==> config.mk <==
export PLATFORM = sky130hd
export DESIGN_NAME = parity_filter_rng
export DESIGN_NICKNAME = d
export VERILOG_FILES = /design/src/rtl/parity_filter_rng.sv
export SDC_FILE = /design/constraint.sdc
export NUM_CORES = 1
export LEC_CHECK = 0
export BUFFER_PORTS_ARGS = -buffer_cell sky130_fd_sc_hd__buf_2
export CELL_PAD_IN_SITES_DETAIL_PLACEMENT = 0
export CELL_PAD_IN_SITES_GLOBAL_PLACEMENT = 1
export CORE_UTILIZATION = 45
export DETAILED_ROUTE_END_ITERATION = 8
export GPL_TIMING_DRIVEN = 0
export PLACE_DENSITY = 0.75
export REMOVE_ABC_BUFFERS = 1
export SETUP_SLACK_MARGIN = 0.05
export SLEW_MARGIN = 0
export SYNTH_ARGS = -nofsm -noshare
export SYNTH_HDL_FRONTEND = slang
export SYNTH_SLANG_ARGS = --single-unit
==> constraint.sdc <==
create_clock -name high_Freq_Clk -period 4.05 [get_ports high_Freq_Clk]
set_input_delay 1.215 -clock high_Freq_Clk [delete_from_list [all_inputs] [get_ports high_Freq_Clk]]
set_output_delay 1.215 -clock high_Freq_Clk [all_outputs]
set_load 0.01 [all_outputs]
==> src/rtl/parity_filter_rng.sv <==
// Parity-filter random word generator: XOR-folds raw entropy bits into a word per debounced press.
// Optional repetition-count health test enabled by defining PARITY_RNG_HEALTH_EN.
module parity_filter_rng #(
    parameter int WORD_WIDTH      = 8,
    parameter int PARITY_LEN      = 4,
    parameter int DEBOUNCE_CYCLES = 16,
    parameter int REP_LIMIT       = 32
) (
    input  logic                  high_Freq_Clk,
    input  logic                  reset,
    input  logic                  raw_Bit,
    input  logic                  button_Trig,
    input  logic                  word_Ready,
    output logic [WORD_WIDTH-1:0] random_Word,
    output logic                  word_Valid,
    output logic                  busy,
    output logic                  health_Fail
);

    localparam int RCW = $clog2(PARITY_LEN) + 1;
    localparam int BCW = $clog2(WORD_WIDTH) + 1;
    localparam int DBW = $clog2(DEBOUNCE_CYCLES) + 1;

    localparam logic [RCW-1:0] RAW_LAST = RCW'(PARITY_LEN - 1);
    localparam logic [BCW-1:0] BIT_LAST = BCW'(WORD_WIDTH - 1);
    localparam logic [DBW-1:0] DB_MAX   = DBW'(DEBOUNCE_CYCLES);
    localparam logic [DBW-1:0] DB_PRE   = DBW'(DEBOUNCE_CYCLES - 1);

    typedef enum logic [1:0] {
        S_IDLE,
        S_COLLECT,
        S_HOLD
    } state_t;

    state_t                  state_q, state_d;
    logic                    sync1_q, sync2_q;
    logic [DBW-1:0]          db_q, db_d;
    logic                    press;
    logic                    acc_q, acc_d;
    logic [RCW-1:0]          raw_cnt_q, raw_cnt_d;
    logic [BCW-1:0]          bit_cnt_q, bit_cnt_d;
    logic [WORD_WIDTH-1:0]   sh_q, sh_d;
    logic [WORD_WIDTH-1:0]   word_q, word_d;
    logic                    valid_q, valid_d;
    logic                    filt;

`ifdef PARITY_RNG_HEALTH_EN
    localparam int HCW = $clog2(REP_LIMIT) + 1;
    localparam logic [HCW-1:0] REP_MAX = HCW'(REP_LIMIT);

    logic [HCW-1:0] rep_q, rep_d, rep_nxt;
    logic           last_q, last_d;
    logic           fail_q, fail_d;

    assign health_Fail = fail_q;
`else
    assign health_Fail = 1'b0;
`endif

    // Debounce: count consecutive low samples, saturate, pulse once on reaching the limit.
    always_comb begin
        db_d = db_q;
        if (sync2_q)
            db_d = '0;
        else if (db_q != DB_MAX)
            db_d = db_q + 1'b1;
    end

    assign press = !sync2_q && (db_q == DB_PRE);
    assign filt  = acc_q ^ raw_Bit;

    always_comb begin
        state_d   = state_q;
        acc_d     = acc_q;
        raw_cnt_d = raw_cnt_q;
        bit_cnt_d = bit_cnt_q;
        sh_d      = sh_q;
        word_d    = word_q;
        valid_d   = valid_q;
`ifdef PARITY_RNG_HEALTH_EN
        rep_d     = rep_q;
        last_d    = last_q;
        fail_d    = fail_q;
        rep_nxt   = (rep_q == '0 || raw_Bit != last_q) ? HCW'(1) : rep_q + 1'b1;
`endif
        case (state_q)
            S_IDLE: begin
                if (press && !health_Fail) begin
                    state_d   = S_COLLECT;
                    acc_d     = 1'b0;
                    raw_cnt_d = '0;
                    bit_cnt_d = '0;
                    sh_d      = '0;
`ifdef PARITY_RNG_HEALTH_EN
                    rep_d     = '0;
`endif
                end
            end
            S_COLLECT: begin
                if (raw_cnt_q == RAW_LAST) begin
                    sh_d      = {sh_q[WORD_WIDTH-2:0], filt};
                    acc_d     = 1'b0;
                    raw_cnt_d = '0;
                    bit_cnt_d = bit_cnt_q + 1'b1;
                    if (bit_cnt_q == BIT_LAST) begin
                        word_d  = {sh_q[WORD_WIDTH-2:0], filt};
                        valid_d = 1'b1;
                        state_d = S_HOLD;
                    end
                end else begin
                    acc_d     = filt;
                    raw_cnt_d = raw_cnt_q + 1'b1;
                end
`ifdef PARITY_RNG_HEALTH_EN
                rep_d  = rep_nxt;
                last_d = raw_Bit;
                // A tripped health test wins over a word completing on the same edge.
                if (rep_nxt == REP_MAX) begin
                    fail_d  = 1'b1;
                    state_d = S_IDLE;
                    word_d  = word_q;
                    valid_d = valid_q;
                end
`endif
            end
            S_HOLD: begin
                if (valid_q && word_Ready) begin
                    valid_d = 1'b0;
                    state_d = S_IDLE;
                end
            end
            default: state_d = S_IDLE;
        endcase
    end

    always_ff @(posedge high_Freq_Clk or posedge reset) begin
        if (reset) begin
            state_q   <= S_IDLE;
            sync1_q   <= 1'b1;
            sync2_q   <= 1'b1;
            db_q      <= '0;
            acc_q     <= 1'b0;
            raw_cnt_q <= '0;
            bit_cnt_q <= '0;
            sh_q      <= '0;
            word_q    <= '0;
            valid_q   <= 1'b0;
`ifdef PARITY_RNG_HEALTH_EN
            rep_q     <= '0;
            last_q    <= 1'b0;
            fail_q    <= 1'b0;
`endif
        end else begin
            state_q   <= state_d;
            sync1_q   <= button_Trig;
            sync2_q   <= sync1_q;
            db_q      <= db_d;
            acc_q     <= acc_d;
            raw_cnt_q <= raw_cnt_d;
            bit_cnt_q <= bit_cnt_d;
            sh_q      <= sh_d;
            word_q    <= word_d;
            valid_q   <= valid_d;
`ifdef PARITY_RNG_HEALTH_EN
            rep_q     <= rep_d;
            last_q    <= last_d;
            fail_q    <= fail_d;
`endif
        end
    end

    assign random_Word = word_q;
    assign word_Valid  = valid_q;
    assign busy        = (state_q != S_IDLE);

endmodule

==> out/results.ini, run 1 <==
[synthesis]
synth_compound_area_share_pct = 9.43
synthAdderAreaFrac_pct = 4.21
synthSimpleGateAreaFrac_pct = 14.1
synth_area_leaders = dfrtp_1 52%, mux2_2 6.8%, ha_1 4.2%
muxShareOfSynthArea_pct = 9.18
syn_avg_cell_area_um2 = 12.7
synth_top_area_share_pct = 52.2
synth_area_mm2 = 0.00149
yosysWarnings = 0
synth_top_family_by_area = simple AND/OR/NAND/NOR gates
ys_seq_area_share_pct = 55.7
yosys.area.top_type = dfrtp_1
synth_cell_types = 38
syn_inst = 117
synth_edf_count = 0
synthArstFlopShare_pct = 100
ys_ff_latch = 33
synth_xor_area_share_pct = 2.36
synth_flop_cell = dfrtp_1

[clock_network]
cts-hold-fix-buffers = 0
clock-sinks = 33
cts_setup_buffers = 0
clock-root-buffer = clkbuf_4
clk_pin_slew_ns = 0.10
ctsResizeCount = 0
htree_levels = 2
cts_tree = yes
cts_buffers = 5
clk_latency_ns = 0.34
cts.path.max_buffers = 2

[critical_path]
critical_path.endpoint = busy
rrSetupSlack_ns = 1.57
r2r_start = state_q[0]$_DFFE_PP0P_
cp-end-kind = primary output
startpoint = state_q[0]$_DFFE_PP0P_
critPathMaxStageDelay_ns = 0.49
path_cells = or2_2 > buf_2
cp.arrival_ns = 1.30
r2r-end = random_Word[1]$_DFFE_PP0P_
path_class = reg2out
critPathMaxFanout = 11
ff2ff_path_depth = 3
cp-start-kind = flip-flop
slowest_stage = dfrtp_1
crit_required_ns = 2.83

[sta]
finalHoldViolations = 0
relSlewSlack_pct = 29.9
clock_skew_ns = 0.00899
rsz0062_at_grt = false
tightest_slew_ns = 1.04
period_share_pct = 62.1
finalSetupTns_ns = 0
period_needed_ns = 2.51
final_max_slew_viol_count = 0
setup_viol = 0
clock.fmax_ghz = 0.398

[route]
wirelength_um = 2420
via_per_inst = 5.17
drt-pass1-iter-count = 4
wl_per_cell_um = 13.5
drc = 0
drt_iter0_markers = 33
detail-route-antenna-nets = 0
vias = 926

[global_routing]
grtUsageTotal_pct = 16.5
grt_pass1_vias = 943
grt_pass1_wl_um = 4110
antenna_found_initial = 0
grt_max_degree = 34
grt_overflow = 0

[min_path]
hold_path_class = reg2reg
min_path_cells = 0
hp-start = sync1_q$_DFF_PP1_

[layout]
nFillCells = 300
syn2layout_area_growth_pct = 12.7
drive_gt1_share_pct = 28.1
layout_common_cells = 31 x dfrtp_1, 14 x buf_2, 9 x mux2_2
diodes = 0
mostFrequentLayoutCell = dfrtp_1
final_nets = 144

[placement]
gp_congestion = 0.675
portBuffers = 14
dpl.hpwl_um = 1590

[pwr]
powerDensity_mw_per_mm2 = 369
leakage_nw = 0.846
ir_drop_uv = 214
power.total_mw = 0.618

[floorplan]
fp.dieW_um = 59.5
dieArea_mm2 = 0.00354
dieHeight_um = 59.5
core-area_mm2 = 0.00310
initial_utilization_pct = 47.9
placementRows = 20
ios = 16

[outcome]
status = finished clean

[job]
drv_cap = 0

==> per-layer routing <==
layer	track usage (%)	wire (um)	vias up
li1	-	-	443
met1	20.0	1210	453
met2	24.7	1020	24
met3	6.99	129	6
met4	9.18	54	0
met5	0	0	-
==> critical path: cells and delay by family, from the launching register on <==
family / cells / cell delay (ns)
flip-flops: 1 / 0.49
AND/OR/NAND/NOR: 1 / 0.33
buffers and inverters: 1 / 0.14
==> logic make-up after synthesis <==
logic type / Yosys count
adders and majority gates: 5
buffers and inverters: 11
and+or+nand+nor: 33
other: 1
muxes: 12
AOI/OAI and AO/OA: 18
xor gates and xnor gates: 4
DFF: 33
==> worst min path at each step <==
stage / endpoint / slack (ns)
finish: sync2_q$_DFF_PP1_ / 0.36
floorplan: sync2_q$_DFF_PP1_ / 0.35
global route: sync2_q$_DFF_PP1_ / 0.37
detailed placement: sync2_q$_DFF_PP1_ / 0.35
CTS: sync2_q$_DFF_PP1_ / 0.36
global placement: sync2_q$_DFF_PP1_ / 0.35
==> stage by stage <==
stage / util [%] / std cells / worst slack (ns) / hold slack [ns] / cell area [um2]
final: 54.0 / 179 / 1.54 / 0.362 / 1680
after global routing: 54.0 / 179 / 1.35 / 0.368 / 1680
after CTS: 53.1 / 178 / 1.51 / 0.364 / 1650
after detailed placement: 50.4 / 170 / 1.56 / 0.348 / 1560
after global placement: 50.4 / 170 / 1.57 / 0.346 / 1560
after floorplan: - / 112 / 2.03 / 0.345 / 1440
==> sequential cells by signal, summed over array words and instances, names as in the netlist <==
signal,count
random_Word,8
word_Valid,1
db_q,5
state_q,2
sync2_q,1
sh_q,7
acc_q,1
bit_cnt_q,4
raw_cnt_q,3
sync1_q,1
==> area by class of cell <==
type                       instances  area (um2)  area share (%)
clock inverter                     1        30.0            1.79
clock buffer                       7        55.1            3.29
sequential                        33         828            49.4
inverter                           6        22.5            1.34
tap                               44        55.1            3.29
multi-input combinational         73         587            35.0
timing repair buffer              15        97.6            5.83
==> power breakdown <==
group	internal, mW	switching [mW]
Sequential	0.334	0.00419
Clock	0.147	0.109
Combinational	0.00963	0.0129
==> cells in the mapped netlist (all sizes together), types with 2 or more instances <==
cell type / instances
a21oi: 2
a22o: 6
a31oi: 2
and3: 2
buf: 5
dfrtp: 31
dfstp: 2
ha: 5
inv: 6
mux2: 10
mux2i: 2
nand2: 8
nor2: 5
nor2b: 5
nor3: 2
o2bb2ai: 3
xnor2: 2
xor2: 2
Power figures use the tool's default switching activity.
==> inputs of run 2 (changes only) <==
clock period = 2.6 ns   (was 4.05 ns; I/O delays follow)
==> run 2 against run 1 <==
Global-route usage stayed put; sequential power is 55% higher; cell area is 0.52% higher; routed wire length is 2.1% higher; die area stayed put; critical path type is now reg2reg; largest power group unchanged.
==> out/results.ini, run 2 (synthesis results as in run 1) <==
[sta]
period_needed_ns = 2.22
rsz0062_at_grt = false
finalHoldViolations = 0
tightest_slew_ns = 0.670
clock.fmax_ghz = 0.451
clock_skew_ns = 0.00899
final_max_slew_viol_count = 0
period_share_pct = 85.3
setup_viol = 0
finalSetupTns_ns = 0
relSlewSlack_pct = 54.9

[floorplan]
placementRows = 20
fp.dieW_um = 59.5
ios = 16
dieHeight_um = 59.5
dieArea_mm2 = 0.00354
core-area_mm2 = 0.00310
initial_utilization_pct = 47.9

[global_routing]
grtUsageTotal_pct = 16.5
grt_max_degree = 34
grt_overflow = 0
grt_pass1_wl_um = 4110
antenna_found_initial = 0
grt_pass1_vias = 943

[placement]
dpl.hpwl_um = 1590
gp_congestion = 0.675
dpl_cell_area_mm2 = 0.00156
portBuffers = 14

[clock_network]
clock-sinks = 33
cts.path.max_buffers = 2
cts_tree = yes
cts_buffers = 5
clock-root-buffer = clkbuf_4
ctsResizeCount = 0
cts-hold-fix-buffers = 0
htree_levels = 2
clk_pin_slew_ns = 0.10
clk_latency_ns = 0.34
cts_setup_buffers = 0

[route]
wirelength_um = 2470
via_per_inst = 5.21
detail-route-antenna-nets = 0
vias = 933
wl_per_cell_um = 13.8
drc = 0
drt-pass1-iter-count = 4
drt_iter0_markers = 30

[layout]
final_nets = 144
syn2layout_area_growth_pct = 13.3
drive_gt1_share_pct = 28.1
largest_reg_flops = 8
mostFrequentLayoutCell = dfrtp_1
fin_area_mm2 = 0.00168
diodes = 0
layout_common_cells = 31 x dfrtp_1, 14 x buf_2, 9 x mux2_2

[pwr]
power.total_mw = 0.962
leakage_nw = 0.846
powerDensity_mw_per_mm2 = 571
ir_drop_uv = 333

[critical_path]
path_cells = nor4bb_4 > and2_1 > mux2_2
cp-end-kind = flip-flop
crit_family = simple AND/OR/NAND/NOR gates
cp.buffers_inverters = 0
crit_required_ns = 2.82
cp.arrival_ns = 2.44
critPathMaxStageDelay_ns = 0.69
cp-start-kind = flip-flop
path_class = reg2reg
slowest_stage = nor4bb_4
critPathMaxFanout = 11

[outcome]
status = finished clean

[min_path]
hold_path_class = reg2reg

[job]
drv_cap = 0

## run 2: cell count changes in the layout (fill, tap and decap cells not counted)
cell | before | now
nor4bb_2 | 1 | 0
nor4bb_4 | 0 | 1
## run 2: stage by stage
stage	utilization [%]	hold slack (ns)	cells	setup WS, ns
floorplan	-	0.345	112	0.581
global placement	50.4	0.346	170	0.125
detailed placement	50.4	0.348	170	0.109
CTS	53.1	0.364	178	0.0982
global route	54.3	0.368	179	0.219
finish	54.3	0.362	179	0.383
## run 2: power breakdown
part | internal (mW) | leakage [nW] | total [mW] | switching (mW)
Combinational | 0.0150 | 0.351 | 0.0351 | 0.0201
Clock | 0.230 | 0.0455 | 0.400 | 0.170
Sequential | 0.521 | 0.449 | 0.527 | 0.00653
Total | 0.765 | 0.846 | 0.962 | 0.197
## run 2: worst paths after layout
path                                   startpoint  cells past startpoint  slack [ns]                    endpoint
min reg2reg                     sync1_q$_DFF_PP1_                      0        0.36           sync2_q$_DFF_PP1_
max in group asynchronous                   reset                      3        1.73           sync1_q$_DFF_PP1_
max reg2reg                state_q[0]$_DFFE_PP0P_                      3        0.38  random_Word[1]$_DFFE_PP0P_
max                        state_q[0]$_DFFE_PP0P_                      3        0.38  random_Word[1]$_DFFE_PP0P_
min in group asynchronous                   reset                      2        0.38         db_q[4]$_DFFE_PP0P_
min                             sync1_q$_DFF_PP1_                      0        0.36           sync2_q$_DFF_PP1_
## run 2: area by class of cell
cell class              instances  area, um2
clock inverters                 1       30.0
flip-flops and latches         33        828
well taps                      44       55.1
inverters                       6       22.5
clock buffers                   7       55.1
fillers                       302       1420
repair buffers                 15       97.6
multi-input cells              73        596
## run 2: layer usage
metal	share of wire, %	vias up	GRT usage [%]
met5	0	-	0
met4	2.2	0	9.18
met3	5.3	6	6.99
met2	45	26	24.7
met1	48	458	20.0
li1	-	443	-
## run 2: worst reg2reg max path: stages, from the launching register on
cell,delay [ns]
dfrtp_1,0.54
nor4bb_4,0.69
and2_1,0.48
mux2_2,0.39
